File: config.mk
export PLATFORM = sky130hd
export DESIGN_NAME = seg7_digit_reader
export DESIGN_NICKNAME = d
export VERILOG_FILES = /design/src/rtl/seg7_pkg.sv /design/src/rtl/seg7_sync_filter.sv /design/src/rtl/seg7_digit_reader.sv
export SDC_FILE = /design/constraint.sdc
export NUM_CORES = 1
export LEC_CHECK = 0
export ABC_AREA = 1
export BUFFER_PORTS_ARGS = -buffer_cell sky130_fd_sc_hd__buf_2
export CAP_MARGIN = 10
export CORE_MARGIN = 3
export CORE_UTILIZATION = 55
export DETAILED_ROUTE_END_ITERATION = 10
export PLACE_DENSITY = 0.74
export SLEW_MARGIN = 20
export SYNTH_ARGS = -nofsm -noshare
export SYNTH_HDL_FRONTEND = slang
export SYNTH_HIERARCHICAL = 1
export SYNTH_SLANG_ARGS = --single-unit
export TNS_END_PERCENT = 20
File: constraint.sdc
create_clock -name clk -period 2.3 [get_ports clk]
set_input_delay 0.115 -clock clk [delete_from_list [all_inputs] [get_ports clk]]
set_output_delay 0.115 -clock clk [all_outputs]
set_load 0.1 [all_outputs]
File: src/rtl/seg7_pkg.sv
// ============================================================================
// Module  : seg7_pkg
// Purpose : Shared segment codes, FSM state type and decode helpers for the
//           seven-segment digit reader.
// Rev     : 1.0  initial release
// ============================================================================
`default_nettype none

package seg7_pkg;

    // Active-low, bit6 = a .. bit0 = g
    localparam logic [6:0] SEG_0     = 7'b0000001;
    localparam logic [6:0] SEG_1     = 7'b1001111;
    localparam logic [6:0] SEG_2     = 7'b0010010;
    localparam logic [6:0] SEG_3     = 7'b0000110;
    localparam logic [6:0] SEG_4     = 7'b1001100;
    localparam logic [6:0] SEG_5     = 7'b0100100;
    localparam logic [6:0] SEG_6     = 7'b0100000;
    localparam logic [6:0] SEG_7     = 7'b0001111;
    localparam logic [6:0] SEG_8     = 7'b0000000;
    localparam logic [6:0] SEG_9     = 7'b0000100;
    localparam logic [6:0] SEG_BLANK = 7'b1111111;

    typedef enum logic [1:0] {
        IDLE   = 2'd0,
        SETTLE = 2'd1,
        ACCEPT = 2'd2
    } seg7_state_t;

    // Returns {legal, blank, digit[3:0]}; legal and blank both 0 means illegal.
    function automatic logic [5:0] seg_to_bcd(input logic [6:0] pat);
        logic [5:0] res;
        res = 6'b000000;
        case (pat)
            SEG_0:     res = {2'b10, 4'd0};
            SEG_1:     res = {2'b10, 4'd1};
            SEG_2:     res = {2'b10, 4'd2};
            SEG_3:     res = {2'b10, 4'd3};
            SEG_4:     res = {2'b10, 4'd4};
            SEG_5:     res = {2'b10, 4'd5};
            SEG_6:     res = {2'b10, 4'd6};
            SEG_7:     res = {2'b10, 4'd7};
            SEG_8:     res = {2'b10, 4'd8};
            SEG_9:     res = {2'b10, 4'd9};
            SEG_BLANK: res = {2'b01, 4'd0};
            default:   res = 6'b000000;
        endcase
        return res;
    endfunction

    function automatic logic [3:0] bcd_inc_mod10(input logic [3:0] d);
        return (d >= 4'd9) ? 4'd0 : d + 4'd1;
    endfunction

endpackage

`default_nettype wire

File: src/rtl/seg7_sync_filter.sv
// ============================================================================
// Module  : seg7_sync_filter
// Purpose : Two-flop synchroniser plus stability filter; pulses o_accept for
//           one cycle when a new pattern has been steady long enough.
// Rev     : 1.0  initial release
// ============================================================================
`default_nettype none

module seg7_sync_filter
    import seg7_pkg::*;
#(
    parameter int STABLE_CYCLES = 4
) (
    input  logic       clk,
    input  logic       rst_n,
    input  logic [6:0] i_seg,
    output logic [6:0] o_stable_pattern,
    output logic       o_accept
);

    localparam logic [7:0] C_STABLE = 8'(STABLE_CYCLES);

    logic [6:0]  r_s1;
    logic [6:0]  r_s2;
    logic [6:0]  r_cand;
    logic [6:0]  r_last;
    logic [7:0]  r_cnt;
    seg7_state_t r_state;

    seg7_state_t w_state_nxt;
    logic [6:0]  w_cand_nxt;
    logic [6:0]  w_last_nxt;
    logic [7:0]  w_cnt_nxt;
    logic [7:0]  w_cnt_inc;

    assign w_cnt_inc = r_cnt + 8'd1;

    always_ff @(posedge clk) begin
        if (!rst_n) begin
            r_s1    <= SEG_BLANK;
            r_s2    <= SEG_BLANK;
            r_cand  <= SEG_BLANK;
            r_last  <= SEG_BLANK;
            r_cnt   <= 8'd0;
            r_state <= IDLE;
        end else begin
            r_s1    <= i_seg;
            r_s2    <= r_s1;
            r_cand  <= w_cand_nxt;
            r_last  <= w_last_nxt;
            r_cnt   <= w_cnt_nxt;
            r_state <= w_state_nxt;
        end
    end

    always_comb begin
        w_state_nxt = r_state;
        w_cand_nxt  = r_cand;
        w_last_nxt  = r_last;
        w_cnt_nxt   = r_cnt;
        case (r_state)
            IDLE: begin
                if (r_s2 != r_last) begin
                    w_cand_nxt  = r_s2;
                    w_cnt_nxt   = 8'd1;
                    w_state_nxt = (C_STABLE == 8'd1) ? ACCEPT : SETTLE;
                end
            end
            SETTLE: begin
                if (r_s2 == r_cand) begin
                    w_cnt_nxt = w_cnt_inc;
                    if (w_cnt_inc == C_STABLE) begin
                        w_state_nxt = ACCEPT;
                    end
                end else if (r_s2 == r_last) begin
                    // Glitched back to the already-delivered pattern: nothing new.
                    w_cnt_nxt   = 8'd0;
                    w_state_nxt = IDLE;
                end else begin
                    w_cand_nxt = r_s2;
                    w_cnt_nxt  = 8'd1;
                    if (C_STABLE == 8'd1) begin
                        w_state_nxt = ACCEPT;
                    end
                end
            end
            ACCEPT: begin
                w_last_nxt  = r_cand;
                w_cnt_nxt   = 8'd0;
                w_state_nxt = IDLE;
            end
            default: begin
                w_cnt_nxt   = 8'd0;
                w_state_nxt = IDLE;
            end
        endcase
    end

    assign o_stable_pattern = r_cand;
    assign o_accept         = (r_state == ACCEPT);

endmodule

`default_nettype wire

File: src/rtl/seg7_digit_reader.sv
// ============================================================================
// Module  : seg7_digit_reader
// Purpose : Recovers BCD digits from an active-low seven-segment bus and
//           hands them downstream through a one-entry valid/ready buffer.
// Rev     : 1.0  initial release
// ============================================================================
`default_nettype none

module seg7_digit_reader
    import seg7_pkg::*;
#(
    parameter int STABLE_CYCLES = 4,
    parameter int UNDO_DEC      = 1
) (
    input  logic       clk,
    input  logic       rst_n,
    input  logic [6:0] seg_in,
    output logic [3:0] digit_out,
    output logic       digit_valid,
    input  logic       digit_ready,
    output logic       blank_out,
    output logic       err_out
);

    logic [6:0] w_pattern;
    logic       w_accept;
    logic [5:0] w_dec;
    logic       w_legal;
    logic       w_blank;
    logic [3:0] w_digit;
    logic       w_handshake;

    logic [3:0] r_digit;
    logic       r_valid;
    logic       r_blank;
    logic       r_err;

    seg7_sync_filter #(
        .STABLE_CYCLES (STABLE_CYCLES)
    ) u_filter (
        .clk              (clk),
        .rst_n            (rst_n),
        .i_seg            (seg_in),
        .o_stable_pattern (w_pattern),
        .o_accept         (w_accept)
    );

    assign w_dec       = seg_to_bcd(w_pattern);
    assign w_legal     = w_dec[5];
    assign w_blank     = w_dec[4];
    assign w_digit     = (UNDO_DEC != 0) ? bcd_inc_mod10(w_dec[3:0]) : w_dec[3:0];
    assign w_handshake = r_valid & digit_ready;

    always_ff @(posedge clk) begin
        if (!rst_n) begin
            r_digit <= 4'd0;
            r_valid <= 1'b0;
            r_blank <= 1'b1;
            r_err   <= 1'b0;
        end else begin
            if (w_handshake) begin
                r_valid <= 1'b0;
            end
            if (w_accept) begin
                if (w_legal) begin
                    r_digit <= w_digit;
                    r_valid <= 1'b1;
                    r_blank <= 1'b0;
                    // Undelivered digit being replaced is an overrun.
                    if (r_valid && !digit_ready) begin
                        r_err <= 1'b1;
                    end
                end else if (w_blank) begin
                    r_blank <= 1'b1;
                end else begin
                    r_err <= 1'b1;
                end
            end
        end
    end

    assign digit_out   = r_digit;
    assign digit_valid = r_valid;
    assign blank_out   = r_blank;
    assign err_out     = r_err;

endmodule

`default_nettype wire

==> Word level (Yosys, flattened, before mapping) <==
Index checks and enable logic that the tools add are counted.
{ "totals": {"reg_bits": 45, "latchBits": 0, "mem_bits_rw": 0, "romBits": 0, "in_bits": 10, "out_inout_bits": 7, "elab_cells": 71, "n_memories": 0} }
{ "op_classes": {"addsub": 2, "mul": 0, "n_div": 0, "magnitude_cmp": 1, "eq_ne": 23, "shift": 0, "mux": 23, "n_bitwise": 1, "n_reduce_logical": 11} }
{ "op_table": {"columns": ["op", "n"], "rows": [
  ["one-hot mux 6 bit (11 select lines)", 1],
  ["equality test 7 bit, second input constant", 3],
  ["2-to-1 mux 7 bit", 3],
  ["2-to-1 mux 8 bit", 2],
  ["one-hot mux 8 bit (2 select lines)", 1],
  ["equality test 7 x 3 -> 1 bit, second input constant", 2],
  ["equality test 7 x 6 -> 1 bit, second input constant", 2],
  ["equality test 7 bit", 2],
  ["one-hot mux 7 bit (2 select lines)", 1],
  ["2-to-1 mux 1 bit", 9],
  ["adder 8 x 1 -> 8 bit, second input constant", 1],
  ["equality test 8 x 3 -> 1 bit, second input constant", 1],
  ["2-to-1 mux 2 bit", 4],
  ["equality test 7 x 1 -> 1 bit, second input constant", 1],
  ["equality test 7 x 4 -> 1 bit, second input constant", 1],
  ["equality test 7 x 5 -> 1 bit, second input constant", 1],
  ["logical NOT 7 bit", 1],
  ["!= test 7 bit", 1],
  ["!= test 2 x 1 -> 1 bit, second input constant", 3],
  ["AND reduction 3 bit", 2],
  ["adder 4 x 1 -> 4 bit, second input constant", 1],
  [">= comparator 4 bit, second input constant", 1],
  ["2-to-1 mux 4 bit", 1],
  ["!= test 2 bit, second input constant", 2],
  ["other kinds (12)", 14]
]} }

==> Logic depth before layout (Yosys ltp) <==
Gate-level depths: netlist of the first run.
{ "logic_depth": {"word_depth": 5, "depth_mapped": 14, "depth_no_buf": 14} }

==> Modules after synthesis <==
The synthesis of the first run kept the hierarchy.
{ "by_module_without_submodules": {"columns": ["module", "instances", "cells_each", "area_each_um2", "seq_area_each_um2"], "rows": [
  ["seg7_sync_filter", 1, 248, 1779.2, 760.7],
  ["seg7_digit_reader", 1, 96, 610.6, 140.1]
]} }

==> Worst setup path before layout of the first run <==
No wires, ideal clock.
{ "synth_path": {"path_kind": "register -> register", "start": "reg u_filter.r_cand[5] (netlist: u_filter/o_stable_pattern[5])", "end": "reg r_digit[1] (netlist: digit_out[1])", "setup_time_ns": 0.070, "t_arrival_ns": 1.878, "required_time_ns": 2.230, "setup_slack_ns": 0.352, "path_stages_with_launch": 12, "n_path_buf": 0, "synth_period_minus_slack_ns": 1.948, "cell_sequence": "dfxtp_1 > inv_2 > nor2_1 > nand2_1 > o311a_2 > nand2_1 > inv_1 > ha_1 > o2111ai_1 > nand2_1 > nand3b_1 > a21oi_1"} }
{ "synth_between": {"elab_chain_cells": 4, "elab_cells_between_ends": 16, "cone_classes": "1 x add/sub; 1 x order compare; 10 x eq/ne; 2 x mux; 2 x reduce/logical"} }
{ "synth_rtl": {"columns": ["item", "line", "source"], "rows": [
  ["start: declaration", "seg7_sync_filter.sv:25", "logic [6:0] r_cand;"],
  ["start signal: assignment", "seg7_sync_filter.sv:49", "r_cand <= w_cand_nxt;"],
  ["equality test 7 bit (tied with other cells)", "seg7_pkg.sv:34", "case (pat)"],
  ["one-hot mux 6 bit (11 select lines) *", "seg7_pkg.sv:34", null],
  ["adder 4 x 1 -> 4 bit / >= comparator 4 bit (equally long branches)", "seg7_pkg.sv:52", "return (d >= 4'd9) ? 4'd0 : d + 4'd1;"],
  ["2-to-1 mux 4 bit", "seg7_pkg.sv:52", null],
  ["end signal: assignment", "seg7_digit_reader.sv:66", "r_digit <= w_digit;"],
  ["end: declaration", "seg7_digit_reader.sv:33", "logic [3:0] r_digit;"]
]} }
Mark *: on every way between the ends. The rest lies on a longest branch, timed or not.
A chain may end at the register's enable or synchronous reset.

==> Final worst setup path of the first run <==
{ "layout_path": {"start": "reg u_filter.r_cand[3] (netlist: u_filter/o_stable_pattern[3])", "end": "reg r_digit[0] (netlist: digit_out[0])"} }
The elaborated chain is that of the path after synthesis.

==> results of run 1 <==
synth_stat cells, drive strengths merged:
cell	instances	area share, %
nand2	126	21
inv	49	7.7
dfxtp	45	38
nor2	27	6.1
nand3	25	6.3
a21oi	15	3.1
or2	15	3.9
o211ai	7	2.2
nand4	6	1.8
clkbuf	4	0.63
ha	4	2.1
o21ai	4	1.2
nand3b	3	0.94
xor2	3	1.1
nor3	2	0.63
o21bai	2	0.63
xnor2	2	0.73
a21o	1	0.31
buf	1	0.21
clkinv	1	0.37
o2111ai	1	0.37
o311a	1	0.47
layout make-up:
cell class                 instances  area, um2
clock inverter                     3       25.0
fill                             371       1380
multi-input combinational        244       1280
sequential                        45        902
tap                               50       62.6
timing repair buffer              26        173
clock buffer                       5       68.8
inverter                          50        193
power by group through the flow:
stage,Clock (W),Sequential [W],Combinational [W]
2_1_floorplan,0,0.000955,0.000545
3_3_place_gp,0,0.000964,0.000676
3_5_place_dp,0,0.000968,0.000680
4_1_cts,0.000522,0.000950,0.000695
5_1_grt,0.000550,0.000970,0.000803
6_report,0.000509,0.000956,0.000698
what timing repair did:
action | in CTS | in global routing
hold buffers | 7 | 0
endpoints found under the hold margin | 7 | 0
gates resized for setup | 0 | 3
endpoints found under the setup margin | 0 | 4
logic make-up (layout without fill, tap and decap cells):
kind of cell / Yosys count / after routing / synth area share [%]
flops: 45 / 45 / 37.7
xor+xnor: 5 / 5 / 1.83
fa+ha+maj: 4 / 4 / 2.09
simple gates: 204 / 204 / 41.2
buf+inv: 55 / 84 / 8.90
compound gates: 31 / 31 / 8.27
critical path, cell delays in order, from the launching register on:
cell       delay, ns
dfxtp_1         0.37
or2_1           0.26
o311a_2         0.39
nand2_1         0.09
inv_1           0.07
ha_1            0.21
o2111ai_2       0.25
inv_1           0.09
nor2_1          0.11
nand2_1         0.06
a21oi_1         0.14
per-stage QoR:
| step | total power [W] | util, % | hold WS [ns] | worst slack, ns | cell area, um2 |
|---|---|---|---|---|---|
| floorplan | 0.00150 | - | 0.214 | 0.352 | 2390 |
| CTS | 0.00217 | 66.0 | 0.0756 | 0.0333 | 2700 |
| global placement | 0.00164 | 62.0 | 0.299 | 0.217 | 2530 |
| finish | 0.00216 | 66.3 | 0.0862 | 0.194 | 2710 |
| detailed placement | 0.00165 | 62.0 | 0.303 | 0.0597 | 2530 |
| global route | 0.00232 | 66.3 | 0.123 | 0.0247 | 2710 |
cells in the final DEF (no fill, tap or decap), types with 4 or more instances in the layout:
cell type        n
nor2_1          18
nand3_2          5
dlygate4sd3_1    7
buf_2           16
nand4_1          5
nor2_2           4
nand3_1         20
nand2_1        116
dfxtp_1         44
nor2_4           5
a21oi_1         15
o211ai_1         7
ha_1             4
nand2_2          7
inv_1           42
clkbuf_8         5
or2_2           14
inv_2            7
flip-flops by register name, indices dropped and copies added, names as in the netlist:
signal and cells:
err_out 1, blank_out 1, u_filter/o_stable_pattern 7, u_filter/r_last 7, digit_out 4, u_filter/r_s2 7
u_filter/r_state 2, u_filter/r_s1 7, u_filter/r_cnt 8, digit_valid 1
routing by layer:
layer / up-vias / GRT usage (%) / part of all wire (%)
li1: 1128 / - / -
met1: 966 / 28.3 / 49
met3: 5 / 4.43 / 5.0
met4: 0 / 5.22 / 0.82
met2: 50 / 34.7 / 45
met5: - / 0 / 0
path summary, 6_finish.rpt:
| path | startpoint | endpoint | slack [ns] |
|---|---|---|---|
| worst max-delay path | u_filter/o_stable_pattern[3]$_SDFFE_PN1P_ | digit_out[0]$_SDFFE_PN0P_ | 0.19 |
| worst min-delay path | digit_ready | digit_valid$_SDFF_PN0_ | 0.09 |
| worst max register to register | u_filter/o_stable_pattern[3]$_SDFFE_PN1P_ | digit_out[0]$_SDFFE_PN0P_ | 0.19 |
| worst min register to register | u_filter/r_s1[3]$_SDFF_PN1_ | u_filter/r_s2[3]$_SDFF_PN1_ | 0.42 |
==> flow_metrics.py, run 1 <==
metrics = {
    "clocking": {
        "post_cts_buffers": 0,
        "cts_tree": "done",
        "clock_latency_ns": 0.30,
        "clock_path_buffers": 2,
        "clock_sinks": 45,
        "clk_pin_slew_ns": 0.09,
        "h-tree-depth": 2,
        "cts_root_buf": "clkbuf_8",
        "cts_buffers": 5,
    },
    "grt": {
        "grt_pass1_vias": 2046,
        "antenna_found_initial": 0,
        "grt_overflow": 0,
        "grt_usage_pct": 21.1,
        "grt_max_degree": 22,
        "grt_pass1_wl_um": 8850,
    },
    "floorplan": {
        "dieArea_um2": 5170,
        "core-area_um2": 4090,
        "die_x_um": 71.9,
        "rows": 23,
        "ios": 17,
        "start_util_pct": 58.5,
        "die_h_um": 71.9,
    },
    "pwr": {
        "p_sw_w": 0.000851,
        "switching_share_pct": 39.3,
        "power_density_nw_per_um2": 799,
        "p_int_w": 0.00131,
        "clock_power_share_pct": 23.5,
        "peakVddDrop_v": 0.000566,
        "combPwrFrac_pct": 32.3,
        "p_leak_nw": 1.42,
        "power_frac_seq_pct": 44.2,
    },
    "sta": {
        "rsz0062_at_grt": "no",
        "max_freq_mhz": 475,
        "finalCritPeriodShare_pct": 91.6,
        "setup_violations": 0,
        "drv_slew": 0,
        "tightest_slew_ns": 0.556,
        "max_slew_margin_pct": 62.9,
        "setup_tns_ns": 0,
        "post-route-min-period_ns": 2.11,
        "fin_skew_ns": 0.00811,
        "hold_viol_final": 0,
    },
    "synthesis": {
        "ys_types": 32,
        "synth.avg_cell_area_um2": 6.95,
        "yosysSeqAreaShare_pct": 37.7,
        "ys_ff_latch": 45,
        "syn_nets": 358,
        "yosys_warnings": 6,
        "syn_inst": 344,
        "synth_area_um2": 2390,
    },
    "drt": {
        "wl_per_cell_um": 11.5,
        "ant_nets": 0,
        "vias": 2149,
        "first_iter_violations": 110,
        "wirelength_um": 4880,
        "first_pass_iters": 5,
        "vias_per_cell": 5.08,
        "drc": 0,
    },
    "placed_design": {
        "dp_hpwl_um": 3560,
        "portBuffers": 16,
        "placedCellCount": 408,
        "gp_congestion": 0.846,
    },
    "setup_path": {
        "required_ns": 2.53,
        "r2r_cells": 10,
        "endpoint_kind": "flip-flop",
        "worstPathArrival_ns": 2.34,
        "worstSetupPathType": "flip-flop to flip-flop",
        "path_max_fanout": 7,
        "cp-start-kind": "flip-flop",
    },
    "cells_and_area": {
        "drive_above_1_share_pct": 21.4,
        "diodes": 0,
        "fin_cells": 423,
        "area_delta_synth_final_pct": 13.4,
        "fin_nets": 386,
    },
    "hold_path": {
        "hold_depth": 4,
        "hold_class": "input pin to flip-flop",
    },
    "outcome": {
        "outcome": "finished clean",
    },
    "job": {
        "maxCapViolCount": 0,
    },
}
No activity file was read; power rests on OpenSTA's default activity.
==> run 2, diff against run 1 <==
Settings changed: ABC_AREA 1 to not set.
==> run 2 against run 1 <==
Effect of this change:
- critical endpoint is now digit_out[2]$_SDFFE_PN0P_
- setup slack worse by 0.0093 ns
- power down 24%
- non-clock buffer count up 6
- highest routed layer unchanged
- hold slack worse by 0.076 ns
- largest cell class unchanged
- utilization down 0.92 points
- sequential power down 12%
- routed wire length down 3.0%
==> flow_metrics.py, run 2 <==
metrics = {
    "sta": {
        "finalCritPeriodShare_pct": 92.0,
        "setup_violations": 0,
        "rsz0062_at_grt": "no",
        "hold-worst-slack_ns": 0.0101,
        "tightest_slew_ns": 0.597,
        "drv_slew": 0,
        "max_slew_margin_pct": 60.2,
        "max_freq_mhz": 473,
        "post-route-min-period_ns": 2.12,
        "setup_tns_ns": 0,
        "fin_skew_ns": 0.00380,
        "hold_viol_final": 0,
    },
    "cells_and_area": {
        "mostFrequentLayoutCells": "dfxtp_1 (44), nand2_1 (37), nand2b_1 (17), nand3_1 (16), buf_2 (16)",
        "drive_above_1_share_pct": 21.8,
        "fin_nets": 306,
        "design_area_um2": 2710,
        "largest_reg_flops": 8,
        "regMostFlops": "u_filter/r_cnt",
        "layout_commonest_cell": "dfxtp_1",
        "post-route-util_pct": 65.4,
        "area_delta_synth_final_pct": 10.8,
        "diodes": 0,
        "n_fill_cell": 344,
    },
    "synthesis": {
        "async_flop_share_pct": 0,
        "synth_top_cell_area_share_pct": 36.8,
        "synth.avg_cell_area_um2": 9.12,
        "yosysSeqAreaShare_pct": 36.8,
        "syn_nets": 282,
        "yosys_warnings": 6,
        "synth_area_um2": 2440,
        "yosysMostFrequentCell": "dfxtp_1",
        "ys_ff_latch": 45,
        "ys_types": 64,
        "syn_inst": 268,
        "synth.area.top_cells": "dfxtp_1 (37%), nand2_1 (5.7%), xnor2_1 (5.4%), nand2b_1 (4.4%), nand3_1 (3.3%)",
        "ys.flop_type": "dfxtp_1",
        "netlist_top_cells_count": "dfxtp_1 (45), nand2_1 (37), nand2b_1 (17)",
        "synth_edf_count": 0,
        "yosys.area.top_type": "dfxtp_1",
    },
    "clocking": {
        "cts_tree": "done",
        "clock_path_buffers": 2,
        "clock_latency_ns": 0.29,
        "cts_root_buf": "clkbuf_8",
        "cts_buffers": 5,
        "h-tree-depth": 2,
        "clk_pin_slew_ns": 0.08,
        "post_cts_buffers": 0,
        "clock_sinks": 45,
    },
    "setup_path": {
        "worstSetupPathType": "flip-flop to flip-flop",
        "cp-start-kind": "flip-flop",
        "required_ns": 2.51,
        "path_max_fanout": 5,
        "worstPathArrival_ns": 2.33,
        "endpoint_kind": "flip-flop",
        "rrSetupSlack_ns": 0.18,
    },
    "grt": {
        "antenna_found_initial": 0,
        "grt_max_degree": 33,
        "grt_pass1_vias": 1765,
        "grt_pass1_wl_um": 8000,
        "grt_overflow": 0,
        "grt_usage_pct": 19.0,
    },
    "drt": {
        "vias_per_cell": 5.62,
        "first_iter_violations": 173,
        "first_pass_iters": 4,
        "wirelength_um": 4740,
        "wl_per_cell_um": 13.8,
        "ant_nets": 0,
        "vias": 1928,
        "drc": 0,
    },
    "floorplan": {
        "die_h_um": 72.7,
        "rows": 23,
        "ios": 17,
        "dieArea_um2": 5280,
        "start_util_pct": 59.0,
        "core-area_um2": 4140,
        "die_x_um": 72.7,
    },
    "pwr": {
        "power_density_nw_per_um2": 606,
        "p_leak_nw": 1.12,
        "total_power_w": 0.00164,
        "peakVddDrop_v": 0.000692,
    },
    "placed_design": {
        "portBuffers": 16,
        "gp_congestion": 1.00,
        "dpl_cell_area_um2": 2540,
        "dp_hpwl_um": 3360,
    },
    "hold_path": {
        "hold_class": "input pin to flip-flop",
    },
    "outcome": {
        "outcome": "finished clean",
    },
    "job": {
        "maxCapViolCount": 0,
    },
}
[run 2: per-layer routing]
layer	global-route usage, %	vias to the layer above	wire length (um)
met3	3.72	4	195
met5	0	-	0
met2	31.6	38	2230
met1	25.1	898	2270
met4	5.33	0	41
li1	-	988	-
[run 2: area by class of cell]
type / instances / area (um2) / area share (%)
Clock inverter: 2 / 16.3 / 0.600
Clock buffer: 6 / 82.6 / 3.05
Sequential cell: 45 / 902 / 33.3
Inverter: 11 / 41.3 / 1.52
Tap cell: 50 / 62.6 / 2.31
Multi-Input combinational cell: 197 / 1390 / 51.3
Timing Repair Buffer: 32 / 215 / 7.94
[run 2: logic make-up (layout without fill, tap and decap cells)]
group | Yosys count | count (layout) | synth area share [%]
xor+xnor | 16 | 16 | 5.73
flops | 45 | 45 | 36.8
buf+inv | 26 | 51 | 6.55
simple gates | 122 | 122 | 29.2
compound gates | 49 | 49 | 16.9
fa+ha+maj | 4 | 4 | 2.05
mux | 6 | 6 | 2.71
[run 2: path summary, 6_finish.rpt]
path	from	endpoint	depth (start not counted)
max	u_filter/o_stable_pattern[0]$_SDFFE_PN1P_	digit_out[2]$_SDFFE_PN0P_	8
min	seg_in[2]	u_filter/r_s1[2]$_SDFF_PN1_	2
min reg2reg	u_filter/r_s1[5]$_SDFF_PN1_	u_filter/r_s2[5]$_SDFF_PN1_	1
max reg2reg	u_filter/o_stable_pattern[0]$_SDFFE_PN1P_	digit_out[2]$_SDFFE_PN0P_	8
[run 2: stage by stage]
step                cells  worst slack (ns)
floorplan             268             0.202
finish                343             0.184
global placement      329             0.235
detailed placement    329             0.157
CTS                   343             0.155
global route          343            0.0107
[run 2: timing repair]
action,4_1_cts,5_1_grt
setup endpoints to repair,0,2
hold buffers,6,0
hold endpoints to repair,6,0
resized for setup,0,2
[run 2: report_power, final]
group	internal, W	switching, W
logic	0.000120	0.000166
clock network	0.000247	0.000265
registers	0.000808	0.0000333
total	0.00118	0.000465
[run 2: critical path, stage by stage, from the launching register on]
cell	delay, ns
dfxtp_1	0.35
or3_1	0.40
nor3b_2	0.16
o21ai_0	0.10
and2_1	0.20
ha_1	0.19
and4b_1	0.31
o211ai_1	0.11
o31ai_2	0.20
==> run 3, diff against run 2 <==
Settings changed: SKIP_LAST_GASP set to 1, SYNTH_HIERARCHICAL 1 to not set, TNS_END_PERCENT 20 to not set.
==> run 3 against run 2 <==
Effect of this change:
- clock power rose by 12%
- combinational power fell by 39%
- flip-flop and latch count did not move
- hold slack improved by 0.13 ns
==> flow_metrics.py, run 3 <==
metrics = {
    "setup_path": {
        "worstPathArrival_ns": 2.29,
        "cp.depth": 11,
        "r2r_start": "u_filter.o_stable_pattern[0]$_SDFFE_PN1P_",
        "rr_endpoint": "digit_out[3]$_SDFFE_PN0P_",
        "startpoint": "u_filter.o_stable_pattern[0]$_SDFFE_PN1P_",
        "crit_family": "simple AND/OR/NAND/NOR gates",
        "r2r_cells": 11,
        "rrSetupSlack_ns": 0.25,
        "endpoint_kind": "flip-flop",
        "critical_path.endpoint": "digit_out[3]$_SDFFE_PN0P_",
        "required_ns": 2.54,
        "critPathBufInv": 0,
        "worstPathCellList": "or3_4, nor3b_2, a31oi_1, nor3_2, a21oi_1, ha_1, nor2b_1, o21ai_0, a21oi_1, mux2i_1, nor2b_1",
        "cp-start-kind": "flip-flop",
        "critPathMaxStageDelay_ns": 0.42,
        "worstSetupPathType": "flip-flop to flip-flop",
        "path_max_fanout": 5,
        "cp_slowest_cell": "or3_4",
    },
    "floorplan": {
        "die_x_um": 71.8,
        "die_h_um": 71.8,
        "rows": 23,
        "dieArea_um2": 5150,
        "start_util_pct": 58.3,
        "core-area_um2": 4090,
        "ios": 17,
    },
    "clocking": {
        "cts_buffers": 5,
        "clock_path_buffers": 2,
        "clock_latency_ns": 0.30,
        "h-tree-depth": 2,
        "cts_tree": "done",
        "cts_root_buf": "clkbuf_8",
        "clock_sinks": 45,
        "clk_pin_slew_ns": 0.08,
    },
    "grt": {
        "grt_overflow": 0,
        "grt_pass1_wl_um": 7340,
        "grt_max_degree": 45,
        "grt_pass1_vias": 1615,
        "grt_usage_pct": 18.1,
        "antenna_found_initial": 0,
    },
    "sta": {
        "setup_violations": 0,
        "hold_viol_final": 0,
        "rsz0062_at_grt": "no",
        "hold-worst-slack_ns": 0.139,
        "post-route-min-period_ns": 2.05,
        "drv_slew": 0,
        "setup_tns_ns": 0,
        "max_slew_margin_pct": 53.7,
        "tightest_slew_ns": 0.691,
        "finalCritPeriodShare_pct": 89.0,
        "fin_skew_ns": 0.00640,
        "fin_ws_ns": 0.252,
        "max_freq_mhz": 488,
    },
    "placed_design": {
        "pre_cts_ws_ns": 0.193,
        "portBuffers": 16,
        "gp_congestion": 0.822,
        "placedCellCount": 306,
        "dp_hpwl_um": 3030,
    },
    "cells_and_area": {
        "drive_above_1_share_pct": 21.1,
        "area_delta_synth_final_pct": 11.0,
        "mostFrequentLayoutCells": "dfxtp_1 (44), nand2_1 (22), nand3_1 (17), nand2b_1 (17), buf_2 (16)",
        "post-route-util_pct": 64.7,
        "layout_commonest_cell": "dfxtp_1",
        "fin_cells": 320,
        "n_fill_cell": 361,
        "largest_reg_flops": 8,
        "diodes": 0,
        "fin_nets": 285,
        "regMostFlops": "u_filter.r_cnt",
    },
    "drt": {
        "drc": 0,
        "vias_per_cell": 5.43,
        "wirelength_um": 4220,
        "vias": 1738,
        "ant_nets": 0,
        "wl_per_cell_um": 13.2,
        "first_pass_iters": 4,
        "first_iter_violations": 41,
    },
    "synthesis": {
        "netlist_top_cells_count": "dfxtp_1 (45), nand2_1 (22), nand2b_1 (17), nand3_1 (17), xnor2_1 (14)",
        "yosys_warnings": 0,
        "ys.flop_type": "dfxtp_1",
        "synth.area.top_cells": "dfxtp_1 (38%), xnor2_1 (5.1%), nand2b_1 (4.5%), nand3_1 (3.6%), nand2_1 (3.5%)",
        "yosysSeqAreaShare_pct": 37.8,
        "synth_top_cell_area_share_pct": 37.8,
        "syn_nets": 263,
        "yosysMostFrequentCell": "dfxtp_1",
        "ys_ff_latch": 45,
        "async_flop_share_pct": 0,
        "ys_types": 54,
        "syn_inst": 248,
        "yosys.area.top_type": "dfxtp_1",
        "synth.avg_cell_area_um2": 9.60,
        "synth_edf_count": 0,
        "synth_area_um2": 2380,
    },
    "job": {
        "maxCapViolCount": 0,
    },
    "outcome": {
        "outcome": "finished clean",
    },
    "pwr": {
        "power_density_nw_per_um2": 595,
        "peakVddDrop_v": 0.000327,
        "p_leak_nw": 1.14,
    },
    "hold_path": {
        "hold_class": "input pin to flip-flop",
    },
}
run 3: changes by cell type after synthesis, sizes merged, moves of 4 or more:
| cell | delta |
|---|---|
| o211ai | -11 |
| mux2i | +4 |
| inv | -7 |
| nand2 | -16 |
| and2b | +9 |
| nor2b | +7 |
run 3: cells by family after synthesis:
family	synth area share, %
multiplexers	3.36
AND/OR/NAND/NOR	30.8
XOR/XNOR	8.99
buffers and inverters	5.20
adder cells (fa/ha/maj)	2.63
flip-flops	37.8
AO/OA/AOI/OAI	11.1
run 3: routing by layer:
layer	part of all wire (%)	wire length, um	GRT usage [%]	vias to the layer above
met1	46	1950	22.6	812
met4	2.3	95	6.89	0
met3	3.5	147	5.19	10
li1	-	-	-	888
met2	48	2030	29.7	28
met5	0	0	0	-
run 3: how the worst min path moves through the flow:
stage / start / to / slack [ns] / depth (start not counted)
3_5_place_dp: seg_in[3] / u_filter.r_s1[3]$_SDFF_PN1_ / 0.30 / 2
2_1_floorplan: seg_in[0] / u_filter.r_s1[0]$_SDFF_PN1_ / 0.22 / 1
3_3_place_gp: seg_in[2] / u_filter.r_s1[2]$_SDFF_PN1_ / 0.29 / 2
5_1_grt: digit_ready / digit_valid$_SDFF_PN0_ / 0.14 / 3
4_1_cts: digit_ready / digit_valid$_SDFF_PN0_ / 0.12 / 3
6_report: digit_ready / digit_valid$_SDFF_PN0_ / 0.14 / 3
run 3: worst reg2reg max path, cell delays in order, from the launching register on:
cell and delay [ns]:
dfxtp_1 0.32, or3_4 0.42, nor3b_2 0.17, a31oi_1 0.07, nor3_2 0.16, a21oi_1 0.09
ha_1 0.21, nor2b_1 0.15, o21ai_0 0.09, a21oi_1 0.14, mux2i_1 0.09, nor2b_1 0.11
run 3: timing repair:
item,in CTS,in global routing
endpoints found under the setup margin,0,1
hold buffers,7,0
resized for setup,0,2
buffers inserted,0,0
endpoints found under the hold margin,7,0
run 3: metrics by stage:
stage | area [um2] | power [W]
floorplan | 2380 | 0.000982
finish | 2640 | 0.00157
global placement | 2460 | 0.00101
CTS | 2640 | 0.00159
global route | 2640 | 0.00164
detailed placement | 2460 | 0.00101
run 3: power by group:
part	internal [W]	total, W	switching (W)	leakage, nW
Combinational	0.0000836	0.000174	0.0000900	0.719
Sequential	0.000800	0.000824	0.0000245	0.367
Clock	0.000316	0.000574	0.000259	0.0540
Total	0.00120	0.00157	0.000373	1.14
run 3: area by class of cell:
cell class | count | area (um2) | area share [%]
Tap cell | 50 | 62.6 | 2.37
Clock buffer | 5 | 68.8 | 2.60
Clock inverter | 2 | 35.0 | 1.33
Sequential cell | 45 | 902 | 34.1
Inverter | 3 | 11.3 | 0.426
Timing Repair Buffer | 30 | 203 | 7.67
Multi-Input combinational cell | 185 | 1360 | 51.5
